File: src/rtl/sort_pkg.sv
// Shared definitions for the sort block and its read-back checker.
// Latency: n/a (types and constants only).
// Backpressure: n/a.
package sort_pkg;

    localparam int MEM_DEPTH = 256;
    localparam int DATA_W    = 8;
    localparam int ADDR_W    = 8;

    typedef enum logic [1:0] {
        IDLE  = 2'd0,
        READ  = 2'd1,
        DRAIN = 2'd2,
        DONE  = 2'd3
    } verify_state_t;

endpackage

File: src/rtl/sort_verify.sv
// Read-back checker: streams the sorted RAM and checks non-decreasing order,
// counting violations and summing the bytes.
// Latency: done rises n+1 cycles after the start edge (n = clamped len).
// Backpressure: none; start is ignored outside IDLE/DONE, RAM reads one word per cycle.
//
// Ports:
//   clk, rst          clock, synchronous active-high reset
//   start, len        one-cycle run request and element count (clamped to depth)
//   mem_addr          RAM read address (registered)
//   mem_rdata         RAM q, one cycle after mem_addr
//   busy, done        high while issuing reads / level while results are held
//   pass, err_count, first_err_addr, checksum   results, final when done is high
module sort_verify
    import sort_pkg::*;
#(
    parameter int DATA_W = sort_pkg::DATA_W,
    parameter int ADDR_W = sort_pkg::ADDR_W
) (
    input  logic              clk,
    input  logic              rst,
    input  logic              start,
    input  logic [ADDR_W+1:0] len,
    output logic [ADDR_W-1:0] mem_addr,
    input  logic [DATA_W-1:0] mem_rdata,
    output logic              busy,
    output logic              done,
    output logic              pass,
    output logic [ADDR_W-1:0] err_count,
    output logic [ADDR_W-1:0] first_err_addr,
    output logic [15:0]       checksum
);

    localparam logic [ADDR_W+1:0] LEN_MAX = (ADDR_W+2)'(2**ADDR_W);

    verify_state_t     state_q, state_d;
    logic [ADDR_W-1:0] mem_addr_q, mem_addr_d;
    logic [ADDR_W-1:0] n_last_q, n_last_d;
    logic              vld_q, vld_d;
    logic [ADDR_W-1:0] idx_q, idx_d;
    logic [DATA_W-1:0] prev_q, prev_d;
    logic              busy_q, busy_d;
    logic              done_q, done_d;
    logic              pass_q, pass_d;
    logic [ADDR_W-1:0] err_q, err_d;
    logic [ADDR_W-1:0] first_q, first_d;
    logic [15:0]       checksum_q, checksum_d;
    logic [ADDR_W:0]   n_clamped;

    always_comb begin
        state_d    = state_q;
        mem_addr_d = mem_addr_q;
        n_last_d   = n_last_q;
        vld_d      = 1'b0;
        idx_d      = idx_q;
        prev_d     = prev_q;
        busy_d     = busy_q;
        done_d     = done_q;
        pass_d     = pass_q;
        err_d      = err_q;
        first_d    = first_q;
        checksum_d = checksum_q;
        n_clamped  = (len > LEN_MAX) ? LEN_MAX[ADDR_W:0] : len[ADDR_W:0];

        // Returning word: vld_q marks that mem_rdata holds element idx_q.
        if (vld_q) begin
            checksum_d = checksum_q + 16'(mem_rdata);
            if ((idx_q != '0) && (mem_rdata < prev_q)) begin
                err_d = err_q + ADDR_W'(1);
                if (err_q == '0) begin
                    first_d = idx_q;
                end
            end
            prev_d = mem_rdata;
        end

        case (state_q)
            IDLE, DONE: begin
                if (start) begin
                    checksum_d = '0;
                    err_d      = '0;
                    first_d    = '0;
                    pass_d     = 1'b0;
                    done_d     = 1'b0;
                    mem_addr_d = '0;
                    n_last_d   = ADDR_W'(n_clamped - (ADDR_W+1)'(1));
                    // An empty run still passes through DRAIN so latency stays n+1.
                    if (n_clamped == '0) begin
                        state_d = DRAIN;
                        busy_d  = 1'b0;
                    end else begin
                        state_d = READ;
                        busy_d  = 1'b1;
                    end
                end
            end
            READ: begin
                vld_d = 1'b1;
                idx_d = mem_addr_q;
                if (mem_addr_q == n_last_q) begin
                    state_d = DRAIN;
                    busy_d  = 1'b0;
                end else begin
                    mem_addr_d = mem_addr_q + ADDR_W'(1);
                end
            end
            DRAIN: begin
                // The final word is folded in this cycle, so judge on err_d.
                state_d = DONE;
                done_d  = 1'b1;
                pass_d  = (err_d == '0);
            end
            default: state_d = IDLE;
        endcase
    end

    always_ff @(posedge clk) begin
        if (rst) begin
            state_q    <= IDLE;
            mem_addr_q <= '0;
            n_last_q   <= '0;
            vld_q      <= 1'b0;
            idx_q      <= '0;
            prev_q     <= '0;
            busy_q     <= 1'b0;
            done_q     <= 1'b0;
            pass_q     <= 1'b0;
            err_q      <= '0;
            first_q    <= '0;
            checksum_q <= '0;
        end else begin
            state_q    <= state_d;
            mem_addr_q <= mem_addr_d;
            n_last_q   <= n_last_d;
            vld_q      <= vld_d;
            idx_q      <= idx_d;
            prev_q     <= prev_d;
            busy_q     <= busy_d;
            done_q     <= done_d;
            pass_q     <= pass_d;
            err_q      <= err_d;
            first_q    <= first_d;
            checksum_q <= checksum_d;
        end
    end

    assign mem_addr       = mem_addr_q;
    assign busy           = busy_q;
    assign done           = done_q;
    assign pass           = pass_q;
    assign err_count      = err_q;
    assign first_err_addr = first_q;
    assign checksum       = checksum_q;

endmodule
File: config.mk
export PLATFORM = sky130hd
export DESIGN_NAME = sort_verify
export DESIGN_NICKNAME = d
export VERILOG_FILES = /design/src/rtl/sort_pkg.sv /design/src/rtl/sort_verify.sv
export SDC_FILE = /design/constraint.sdc
export NUM_CORES = 1
export LEC_CHECK = 0
export CORE_MARGIN = 1.5
export CORE_UTILIZATION = 55
export DETAILED_ROUTE_END_ITERATION = 12
export PLACE_DENSITY = 0.82
export SYNTH_ARGS = -nofsm -noshare
export SYNTH_HDL_FRONTEND = slang
export SYNTH_SLANG_ARGS = --single-unit
File: constraint.sdc
create_clock -name clk -period 6 [get_ports clk]
set_input_delay 0.6 -clock clk [delete_from_list [all_inputs] [get_ports clk]]
set_output_delay 0.6 -clock clk [all_outputs]
set_load 0.01 [all_outputs]
==> results by group, run 1 <==
Clock tree
  • CTS hold repair buffers: 0
  • CTS Sinks: 70
  • H-tree levels: 3
  • Setup bufs post-CTS: 0
  • CTS Root Cell: clkbuf_8
  • CTS Buffer Depth: 2
  • Resized cells post-CTS: 0
  • CTS buffer count: 9
  • CTS tree: yes
  • Clock Latency Late Sink: between 0.3 and 0.4 ns
  • Worst-path clk slew: approximately 0.070 ns

Drt
  • DR top layer: met4
  • Post-DRT Antenna Nets: 0
  • DRT Wirelength: 8360 um
  • # DRC: 0
  • WL met2: 4020 um
  • Mean routed wirelength per cell: 15.0 um
  • Met1 Wirelength: 3790 um
  • DR iter-0 viols: 140
  • DR WL met3: about 370 um
  • DR vias/cell: approximately 5.7
  • Vias: 3,162
  • Drt pass-1 iters: 4

Global routing
  • Largest net degree at the start of global routing: 35
  • Vias in the first global route: 2,947
  • Global-route wire length before repair: approximately 14,000 um
  • Initial antenna violation count: 0
  • Grt ovf: 0
  • Total GRT Usage: 23.9%

Job
  • Max Cap Viol: 0

Placement
  • Port bufs: between 60 and 70
  • Placed cells: 540
  • Final HPWL DP: 5910 um
  • Routability-driven placement congestion ratio: between 0.8 and 0.9

Critical path
  • Crit path cell chain: inv_2 > a211o_1 > a211oi_4 > and4_1 > mux2i_1 > nor2_1
  • Worst path buffer plus inverter count: 1
  • Critical Path RT: 6.21 ns
  • CP Launch Type: flip-flop
  • Reg-to-reg slack, setup: roughly 3 ns
  • Worst r2r path cells: 6
  • CP max-delay cell: dfxtp_1
  • R2R Path Start: vld_q
  • CP peak stage delay: 0.99 ns
  • Critical Path Sink Type: flip-flop
  • CP top delay family: flip-flops
  • Type of the worst setup path: flip-flop to flip-flop
  • Data arrival time of the critical path: ~3.3 ns
  • Worst reg2reg path endpoint: first_err_addr[7]
  • Max FO, Critical Path: 22

Synth
  • Syn Area/Cell: between 8 and 9 sq um
  • Synth top area share: 38.5%
  • Synth Cell Area: approximately 3600 sq um
  • Synth Flop Type: dfxtp_1
  • Net count after synthesis: 458
  • Unique cell type count in the Yosys netlist: 52
  • Largest area contributor in the netlist: dfxtp_1
  • Gate Count Post-Synth: 414
  • #FFs+latches synth: 70
  • Ranking of synthesized cells by area: dfxtp_1, mux2i_1, nor2_1
  • Post-synth EDFFs: 0
  • Warnings, synthesis: 0
  • Async S/R FF share, synth: 0%
  • Post-synthesis sequential area ratio: 38.5%

Layout
  • Layout cells sized above 1: 5.01%
  • Area Growth Syn to Fin: 24.9%
  • Final Net Count: 518
  • Commonest non-fill, non-tap cells in the layout: nor2_1, dfxtp_1, clkdlybuf4s50_1
  • Fill cells: 512
  • Non-Filler Instances: 556
  • # diodes: 0
  • Most common cell after layout, fill and taps aside: nor2_1

Die
  • I/O pins: 64
  • Number of cell rows: 29
  • Chip width: 84.3 um
  • CORE AREA: 6390 sq um
  • Initial Util: 57.0%
  • Die Y: 84.3 um
  • Die ar.: 7110 sq um

Power and ir drop
  • Lkg Pwr: 1.70 nW
  • Part of the power in the clock network: a little under a third
  • Pwr dens: 306 nW/um^2
  • Peak supply drop: ~0.24 mV
  • Int Pwr: 943 uW
  • Switching share of power: 32.1%
  • Comb pwr share: 28.8%
  • Switching power: between 400 and 500 uW
  • Register share of total power: 39.8%

STA
  • Slew margin rel.: 32.2%
  • Fin crit share: 51.4%
  • Final setup vio count: 0
  • Slew @ Worst Pin: 1.02 ns
  • Final setup TNS: 0 ns
  • Min cycle time layout: 3.09 ns
  • Fmax: approximately 0.32 GHz
  • RSZ-0062 raised after global routing: no
  • Fin. Hold Viols: 0
  • Slew Limit Fails: 0
  • Clock Skew: 0.00668 ns
  • Fin Hold WS: approximately 0.47 ns

Hold path
  • Hold Path Stages: 2
  • Hold EP: n_last_q[6]
  • Hold Startpoint: n_last_q[6]
  • HP Class: flip-flop to flip-flop

Run status
  • Status: finished, final reports clean
synthesized netlist by cell type, types with 2 or more instances:
cell type	n
nand2_1	22
inv_1	14
and4_1	2
clkbuf_1	12
nor2_1	78
nor3_1	8
o21ai_0	10
xnor2_1	10
a311oi_1	3
and2_1	3
nand4_1	12
nand2b_1	3
mux2i_1	30
a21oi_1	20
and3_1	5
o21bai_1	2
dfxtp_1	70
nand3b_1	2
a211o_1	3
a22oi_1	2
xor2_1	27
a21o_1	2
nor4_1	6
nand3_1	9
ha_1	22
or3_1	5
a211oi_1	6
buf_1	2
worst max path at each step:
| stage | slack (ns) | endpoint | start | cells past startpoint |
|---|---|---|---|---|
| finish | 2.91 | first_err_addr[7] | vld_q | 6 |
| global route | 2.72 | first_err_addr[7] | vld_q | 6 |
| CTS | 2.90 | first_err_addr[7] | vld_q | 6 |
| detailed placement | 2.55 | first_err_addr[1] | mem_rdata[5] | 8 |
| global placement | 2.74 | first_err_addr[0] | mem_rdata[5] | 8 |
| floorplan | 3.51 | checksum[14] | mem_rdata[0] | 8 |
power groups by stage:
stage | logic (mW) | registers [mW] | clock network (mW)
3_5_place_dp | 0.395 | 0.562 | 0
4_1_cts | 0.401 | 0.552 | 0.444
5_1_grt | 0.447 | 0.558 | 0.465
2_1_floorplan | 0.292 | 0.551 | 0
3_3_place_gp | 0.384 | 0.560 | 0
6_report | 0.400 | 0.552 | 0.437
worst reg2reg max path, cell delays in order, from the launching register on:
cell,delay (ns)
dfxtp_1,0.99
inv_2,0.18
a211o_1,0.35
a211oi_4,0.49
and4_1,0.64
mux2i_1,0.27
nor2_1,0.06
cells by family after synthesis:
| kind of cell | synth area share (%) |
|---|---|
| AND/OR/NAND/NOR | 20.4 |
| flip-flops | 38.5 |
| AO/OA/AOI/OAI | 12.1 |
| XOR/XNOR | 8.91 |
| buffers and inverters | 3.44 |
| multiplexers | 8.56 |
| adder cells (fa/ha/maj) | 8.12 |
through the flow:
step	total power [mW]	area (sq um)	util (%)	setup slack [ns]
after global placement	0.945	4310	67.5	2.74
after floorplan	0.843	3640	-	3.51
after global routing	1.47	4550	71.2	2.72
after CTS	1.40	4550	71.2	2.90
final	1.39	4550	71.2	2.91
after detailed placement	0.957	4310	67.5	2.55
flip-flops by register name, summed over array words and instances, names as in the netlist:
register / cells
checksum: 16
err_count: 8
first_err_addr: 8
idx_q: 8
mem_addr: 8
n_last_q: 8
prev_q: 8
state_q: 2
busy: 1
done: 1
pass: 1
vld_q: 1
layout make-up:
class	instances	area [sq um]	area share, %
Tap cell	77	96.3	2.12
Clock buffer	13	169	3.72
Sequential cell	70	1400	30.8
Timing Repair Buffer	65	646	14.2
Clock inverter	3	65.1	1.43
Inverter	15	56.3	1.24
Multi-Input combinational cell	313	2110	46.5
routing by layer:
layer,vias up,GRT usage [%]
met5,-,0
met4,0,9.97
met3,18,4.13
met2,97,38.6
met1,1475,31.8
li1,1572,-
(Power assumes the default switching activity.)
==> run 2: changes to the inputs <==
--- a/config.mk
+++ b/config.mk
@@ -6,9 +6,9 @@
 export NUM_CORES = 1
 export LEC_CHECK = 0
 export CORE_MARGIN = 1.5
-export CORE_UTILIZATION = 55
+export CORE_UTILIZATION = 48
 export DETAILED_ROUTE_END_ITERATION = 12
-export PLACE_DENSITY = 0.82
+export PLACE_DENSITY = 0.76
 export SYNTH_ARGS = -nofsm -noshare
 export SYNTH_HDL_FRONTEND = slang
 export SYNTH_SLANG_ARGS = --single-unit
==> constraint.sdc (replaced) <==
create_clock -name clk -period 2.62 [get_ports clk]
set_input_delay 0.262 -clock clk [delete_from_list [all_inputs] [get_ports clk]]
set_output_delay 0.262 -clock clk [all_outputs]
set_load 0.01 [all_outputs]
==> run 2 against run 1 <==
First-iteration DRC count fell by 13%. Count of clock-buffer cells in the layout fell by 4. Combinational power rose by 150%. Die area rose by 14%. Routed wire length fell by 2.0%. Worst setup slack got worse by 2.6 ns. Sequential power rose by 120%. Non-clock buffer count rose by 20.
==> results by group, run 2 (same netlist as run 1, synthesis figures left out) <==
Clock tree
  • CTS buffer count: 9 (unchanged)
  • CTS Sinks: 70 (unchanged)
  • CTS Root Cell: clkbuf_8
  • CTS Buffer Depth: 2 (unchanged)
  • Setup bufs post-CTS: 0 (unchanged)
  • Clock Latency Late Sink: 0.35 ns (+0.02 ns)
  • Resized cells post-CTS: 0 (unchanged)
  • CTS hold repair buffers: 0 (unchanged)
  • Worst-path clk slew: 0.08 ns (about the same)
  • H-tree levels: 3 (unchanged)
  • CTS tree: yes

Drt
  • DR vias/cell: 5.29 (-7.0%)
  • DR iter-0 viols: 122 (-13%)
  • Vias: 3,163 (+0.032%)
  • Drt pass-1 iters: 4 (unchanged)
  • DRT Wirelength: 8190 um (-2.0%)
  • Mean routed wirelength per cell: 13.7 um (-8.9%)
  • # DRC: 0 (unchanged)
  • Post-DRT Antenna Nets: 0 (unchanged)

Layout
  • Layout cells sized above 1: 9.02% (+4.0 points)
  • Fill cells: 638 (+25%)
  • Design area: 4680 sq um (+2.9%)
  • Max FFs per register: 16 (unchanged)
  • Non-Filler Instances: 598 (+7.6%)
  • Final Net Count: 538 (+3.9%)
  • Layout Utilization: 64.1% (-7.0 points)
  • # diodes: 0 (unchanged)
  • Area Growth Syn to Fin: 28.5%
  • Commonest non-fill, non-tap cells in the layout: nor2_1, dfxtp_1, clkdlybuf4s50_1
  • Most common cell after layout, fill and taps aside: nor2_1

STA
  • Fin. Hold Viols: 0 (unchanged)
  • Slew Limit Fails: 0 (unchanged)
  • Fmax: roughly 0.43 GHz
  • Slack of the critical path: 0.282 ns (-2.63 ns)
  • Final setup vio count: 0 (unchanged)
  • Final setup TNS: 0 ns (unchanged)
  • Clock Skew: 0.00913 ns (+0.00245 ns)
  • Min cycle time layout: 2.34 ns
  • RSZ-0062 raised after global routing: no
  • Slew margin rel.: 71.1% (+39 points)
  • Fin crit share: between 80% and 90%
  • Fin Hold WS: 0.479 ns (+0.00628 ns)
  • Slew @ Worst Pin: 0.434 ns (-0.583 ns)

Critical path
  • Worst reg2reg path endpoint: checksum[10]
  • CP Launch Type: input port
  • Worst setup startpoint: mem_rdata[0]
  • Max FO, Critical Path: 4 (-82%)
  • Critical Path RT: 2.86 ns (-3.35 ns)
  • Crit path depth: 10 (+4)
  • Critical Path Sink: checksum[10]
  • Worst r2r path cells: 9 (+3)
  • CP max-delay cell: clkdlybuf4s50_1
  • Type of the worst setup path: input port to flip-flop
  • CP peak stage delay: 0.43 ns (-0.56 ns)
  • Worst path buffer plus inverter count: 2 (+1)
  • Critical Path Sink Type: flip-flop
  • Data arrival time of the critical path: 2.57 ns (-0.73 ns)
  • Reg-to-reg slack, setup: 0.33 ns (-2.58 ns)
  • R2R Path Start: checksum[0]
  • CP top delay family: compound AO/OA/AOI/OAI gates
  • Crit path cell chain: clkdlybuf4s50_1 > ha_1 > fa_1 > a21oi_1 > o21ai_0 > a2111oi_1 > buf_4 > nor3_1 > xnor2_1 > nor2_1

Placement
  • Final HPWL DP: 6100 um (+3.3%)
  • Place WS: -0.0388 ns (-2.59 ns)
  • Post-Place Cell Area: 4500 sq um (+4.4%)
  • Routability-driven placement congestion ratio: 0.790 (-6.9%)
  • Placed cells: 582 (+7.8%)
  • Port bufs: 63 (unchanged)

Run status
  • Status: finished, final reports clean

Die
  • Die ar.: 8110 sq um (+14%)
  • Die Y: 90.1 um (+6.8%)
  • I/O pins: 64 (unchanged)
  • CORE AREA: 7290 sq um (+14%)
  • Initial Util: 49.9% (-7.1 points)
  • Chip width: 90.1 um (+6.8%)
  • Number of cell rows: 31 (+6.9%)

Power and ir drop
  • Pwr dens: 640 nW/um^2 (+110%)
  • Lkg Pwr: 1.76 nW (+4.0%)
  • Total Power: 2.99 mW (+120%)
  • Peak supply drop: 0.515 mV (+110%)

Hold path
  • HP Class: flip-flop to flip-flop

Global routing
  • Vias in the first global route: 3,130 (+6.2%)
  • Total GRT Usage: 21.2% (-2.7 points)
  • Largest net degree at the start of global routing: 22 (-37%)
  • Initial antenna violation count: 0 (unchanged)
  • Grt ovf: 0 (unchanged)
  • Global-route wire length before repair: 14,200 um (+2.7%)

Job
  • Max Cap Viol: 0 (unchanged)
-- run 2: layer usage --
layer	global-route usage, %	vias to the layer above	routed length [um]
met5	0	-	0
met4	5.16	0	85
met3	6.60	9	409
met2	34.8	67	3880
met1	27.2	1474	3820
li1	-	1613	-
-- run 2: area by class of cell --
class	instances	area (sq um)	area share, %
clock buffers	9	124	2.65
clock inverters	7	51.3	1.10
inverters	15	56.3	1.20
multi-input cells	313	2110	45.2
flip-flops and latches	70	1400	30.0
well taps	99	124	2.65
repair buffers	85	808	17.3
-- run 2: power breakdown --
part / internal [mW] / switching (mW) / leakage, nW
clock: 0.344 / 0.421 / 0.0852
combinational: 0.419 / 0.568 / 1.11
sequential: 1.17 / 0.0727 / 0.567
-- run 2: worst min path at each step --
stage	start	end	cells after the start
after floorplan	mem_rdata[0]	prev_q[0]	2
after global placement	n_last_q[6]	n_last_q[6]	2
after detailed placement	n_last_q[6]	n_last_q[6]	2
after CTS	n_last_q[6]	n_last_q[6]	2
after global routing	n_last_q[6]	n_last_q[6]	2
final	n_last_q[6]	n_last_q[6]	2
-- run 2: worst min-delay path, cell delays in order, from the launching register on --
cell and delay [ns]:
dfxtp_1 0.32, nand2_1 0.06, a21oi_1 0.05
==> run 3: changes to the inputs <==
--- a/config.mk
+++ b/config.mk
@@ -5,10 +5,12 @@
 export SDC_FILE = /design/constraint.sdc
 export NUM_CORES = 1
 export LEC_CHECK = 0
+export CELL_PAD_IN_SITES_DETAIL_PLACEMENT = 1
+export CELL_PAD_IN_SITES_GLOBAL_PLACEMENT = 1
 export CORE_MARGIN = 1.5
-export CORE_UTILIZATION = 48
+export CORE_UTILIZATION = 36
 export DETAILED_ROUTE_END_ITERATION = 12
-export PLACE_DENSITY = 0.76
+export PLACE_DENSITY = 0.75
 export SYNTH_ARGS = -nofsm -noshare
 export SYNTH_HDL_FRONTEND = slang
 export SYNTH_SLANG_ARGS = --single-unit
==> run 3 against run 2 <==
Combinational power hardly changed. Largest cell class unchanged. Count of clock-buffer cells in the layout is 4 higher. Power is 5.5% higher. Clock skew is 0.00081 ns lower. Fmax is 3.3% higher. Global-route usage is 2.8 points lower. Worst hold slack worse by 0.0067 ns. Clock power is 17% higher. Routed wire length is 16% higher. Sequential power hardly changed. Non-clock buffer count is 2 higher. Design area is 1.8% higher. Largest power group unchanged.
==> results by group, run 3 (same netlist as run 1, synthesis figures left out) <==
Run status
  • Status: finished, final reports clean

Critical path
  • Data arrival time of the critical path: 2.51 ns (-0.06 ns)
  • Max FO, Critical Path: 7 (+3)
  • Critical Path Sink Type: flip-flop
  • R2R Path Start: prev_q[5]
  • Critical Path RT: 2.87 ns (about the same)
  • Type of the worst setup path: input port to flip-flop
  • Worst setup startpoint: mem_rdata[1]
  • CP Launch Type: input port

Drt
  • Vias: 3,205 (+1.3%)
  • Mean routed wirelength per cell: 15.0 um (+9.4%)
  • DRT Wirelength: 9500 um (+16%)
  • DR iter-0 viols: 53 (-57%)
  • DR vias/cell: 5.06 (-4.4%)
  • Post-DRT Antenna Nets: 0 (unchanged)
  • # DRC: 0 (unchanged)
  • Drt pass-1 iters: 4 (unchanged)

STA
  • Min cycle time layout: 2.26 ns (-0.0745 ns)
  • Clock Skew: 0.00833 ns (-0.000806 ns)
  • Fin. Hold Viols: 0 (unchanged)
  • Fin crit share: 86.4% (-2.8 points)
  • Final setup vio count: 0 (unchanged)
  • Fmax: 0.442 GHz (+3.3%)
  • Slack of the critical path: 0.357 ns (+0.0745 ns)
  • Slew Limit Fails: 0 (unchanged)
  • Fin Hold WS: 0.472 ns (-0.00669 ns)
  • RSZ-0062 raised after global routing: no
  • Slew margin rel.: 69.4% (-1.6 points)
  • Slew @ Worst Pin: 0.458 ns (+0.0246 ns)

Layout
  • Most common cell after layout, fill and taps aside: nor2_1
  • Reg area: 1400 sq um (unchanged)
  • Commonest non-fill, non-tap cells in the layout: nor2_1, dfxtp_1, clkdlybuf4s50_1
  • Layout cells sized above 1: 8.98% (-0.036 points)
  • Multi-input gate area: 2110 sq um (unchanged)
  • Final Net Count: 540 (+0.37%)
  • Design area: 4760 sq um (+1.8%)
  • Layout Utilization: 48.7% (-15 points)
  • Max FFs per register: 16 (unchanged)
  • Area Growth Syn to Fin: 30.8%
  • # diodes: 0 (unchanged)
  • Fill cells: 1,159 (+82%)

Die
  • Initial Util: 37.2% (-13 points)
  • I/O pins: 64 (unchanged)
  • Die ar.: 10,700 sq um (+32%)
  • Die Y: 104 um (+15%)
  • CORE AREA: 9770 sq um (+34%)
  • Number of cell rows: 36 (+16%)
  • Chip width: 104 um (+15%)

Clock tree
  • Clock Latency Late Sink: 0.34 ns (about the same)
  • CTS tree: yes
  • Resized cells post-CTS: 0 (unchanged)
  • CTS Buffer Depth: 2 (unchanged)
  • CTS buffer count: 9 (unchanged)
  • Setup bufs post-CTS: 0 (unchanged)
  • CTS Sinks: 70 (unchanged)
  • CTS hold repair buffers: 0 (unchanged)
  • Worst-path clk slew: 0.08 ns (about the same)
  • CTS Root Cell: clkbuf_8
  • H-tree levels: 3 (unchanged)

Hold path
  • HP Class: flip-flop to flip-flop
  • Hold Startpoint: n_last_q[6]

Global routing
  • Initial antenna violation count: 0 (unchanged)
  • Total GRT Usage: 18.5% (-2.8 points)
  • Largest net degree at the start of global routing: 23 (+4.5%)
  • Global-route wire length before repair: 16,100 um (+14%)
  • Vias in the first global route: 3,368 (+7.6%)
  • Grt ovf: 0 (unchanged)

Power and ir drop
  • Pwr dens: 663 nW/um^2 (+3.6%)
  • Peak supply drop: 0.330 mV (-36%)
  • Lkg Pwr: 1.79 nW (+1.4%)

Placement
  • Routability-driven placement congestion ratio: 0.795 (+0.56%)
  • Final HPWL DP: 7390 um (+21%)
  • Port bufs: 63 (unchanged)
  • Place WS: -0.00876 ns (+0.0300 ns)
  • Post-Place Cell Area: 4560 sq um (+1.3%)

Job
  • Max Cap Viol: 0 (unchanged)
-- run 3: through the flow --
step	power [mW]	TNS (ns)	cells
final	3.16	0	634
after global routing	3.36	0	634
after CTS	3.19	0	634
after detailed placement	2.28	-0.00876	618
after global placement	2.23	0	618
after floorplan	1.93	0	414
-- run 3: layer usage --
metal | up-vias | wire [um] | global-route usage, %
met1 | 1509 | 4180 | 21.8
met4 | 0 | 188 | 6.94
met5 | - | 0 | 0
li1 | 1612 | - | -
met3 | 16 | 273 | 3.27
met2 | 68 | 4850 | 33.3
-- run 3: report_power, final --
part	leakage (nW)	switching, mW	total (mW)	internal (mW)
Combinational	1.12	0.594	1.02	0.424
Clock	0.0996	0.406	0.898	0.492
Sequential	0.567	0.0740	1.24	1.17
-- run 3: final timing paths --
kind | to | slack [ns] | cells after the start
worst min-delay path | n_last_q[6] | 0.47 | 2
worst max-delay path | pass | 0.36 | 9
worst max register to register | pass | 0.41 | 9
worst min register to register | n_last_q[6] | 0.47 | 2
-- run 3: layout make-up --
type | instances | share of cell area, %
clock buffer | 13 | 3.34
clock inverter | 3 | 0.894
inverter | 15 | 1.18
multi-input combinational | 313 | 44.4
sequential | 70 | 29.4
tap | 133 | 3.50
timing repair buffer | 87 | 17.3
-- run 3: critical path, cell delays in order --
cell	delay [ns]
clkdlybuf4s50_1	0.60
ha_1	0.27
o21ai_0	0.16
o21ai_1	0.12
a211oi_4	0.35
buf_4	0.21
nand4_1	0.16
mux2i_1	0.18
o41ai_2	0.20
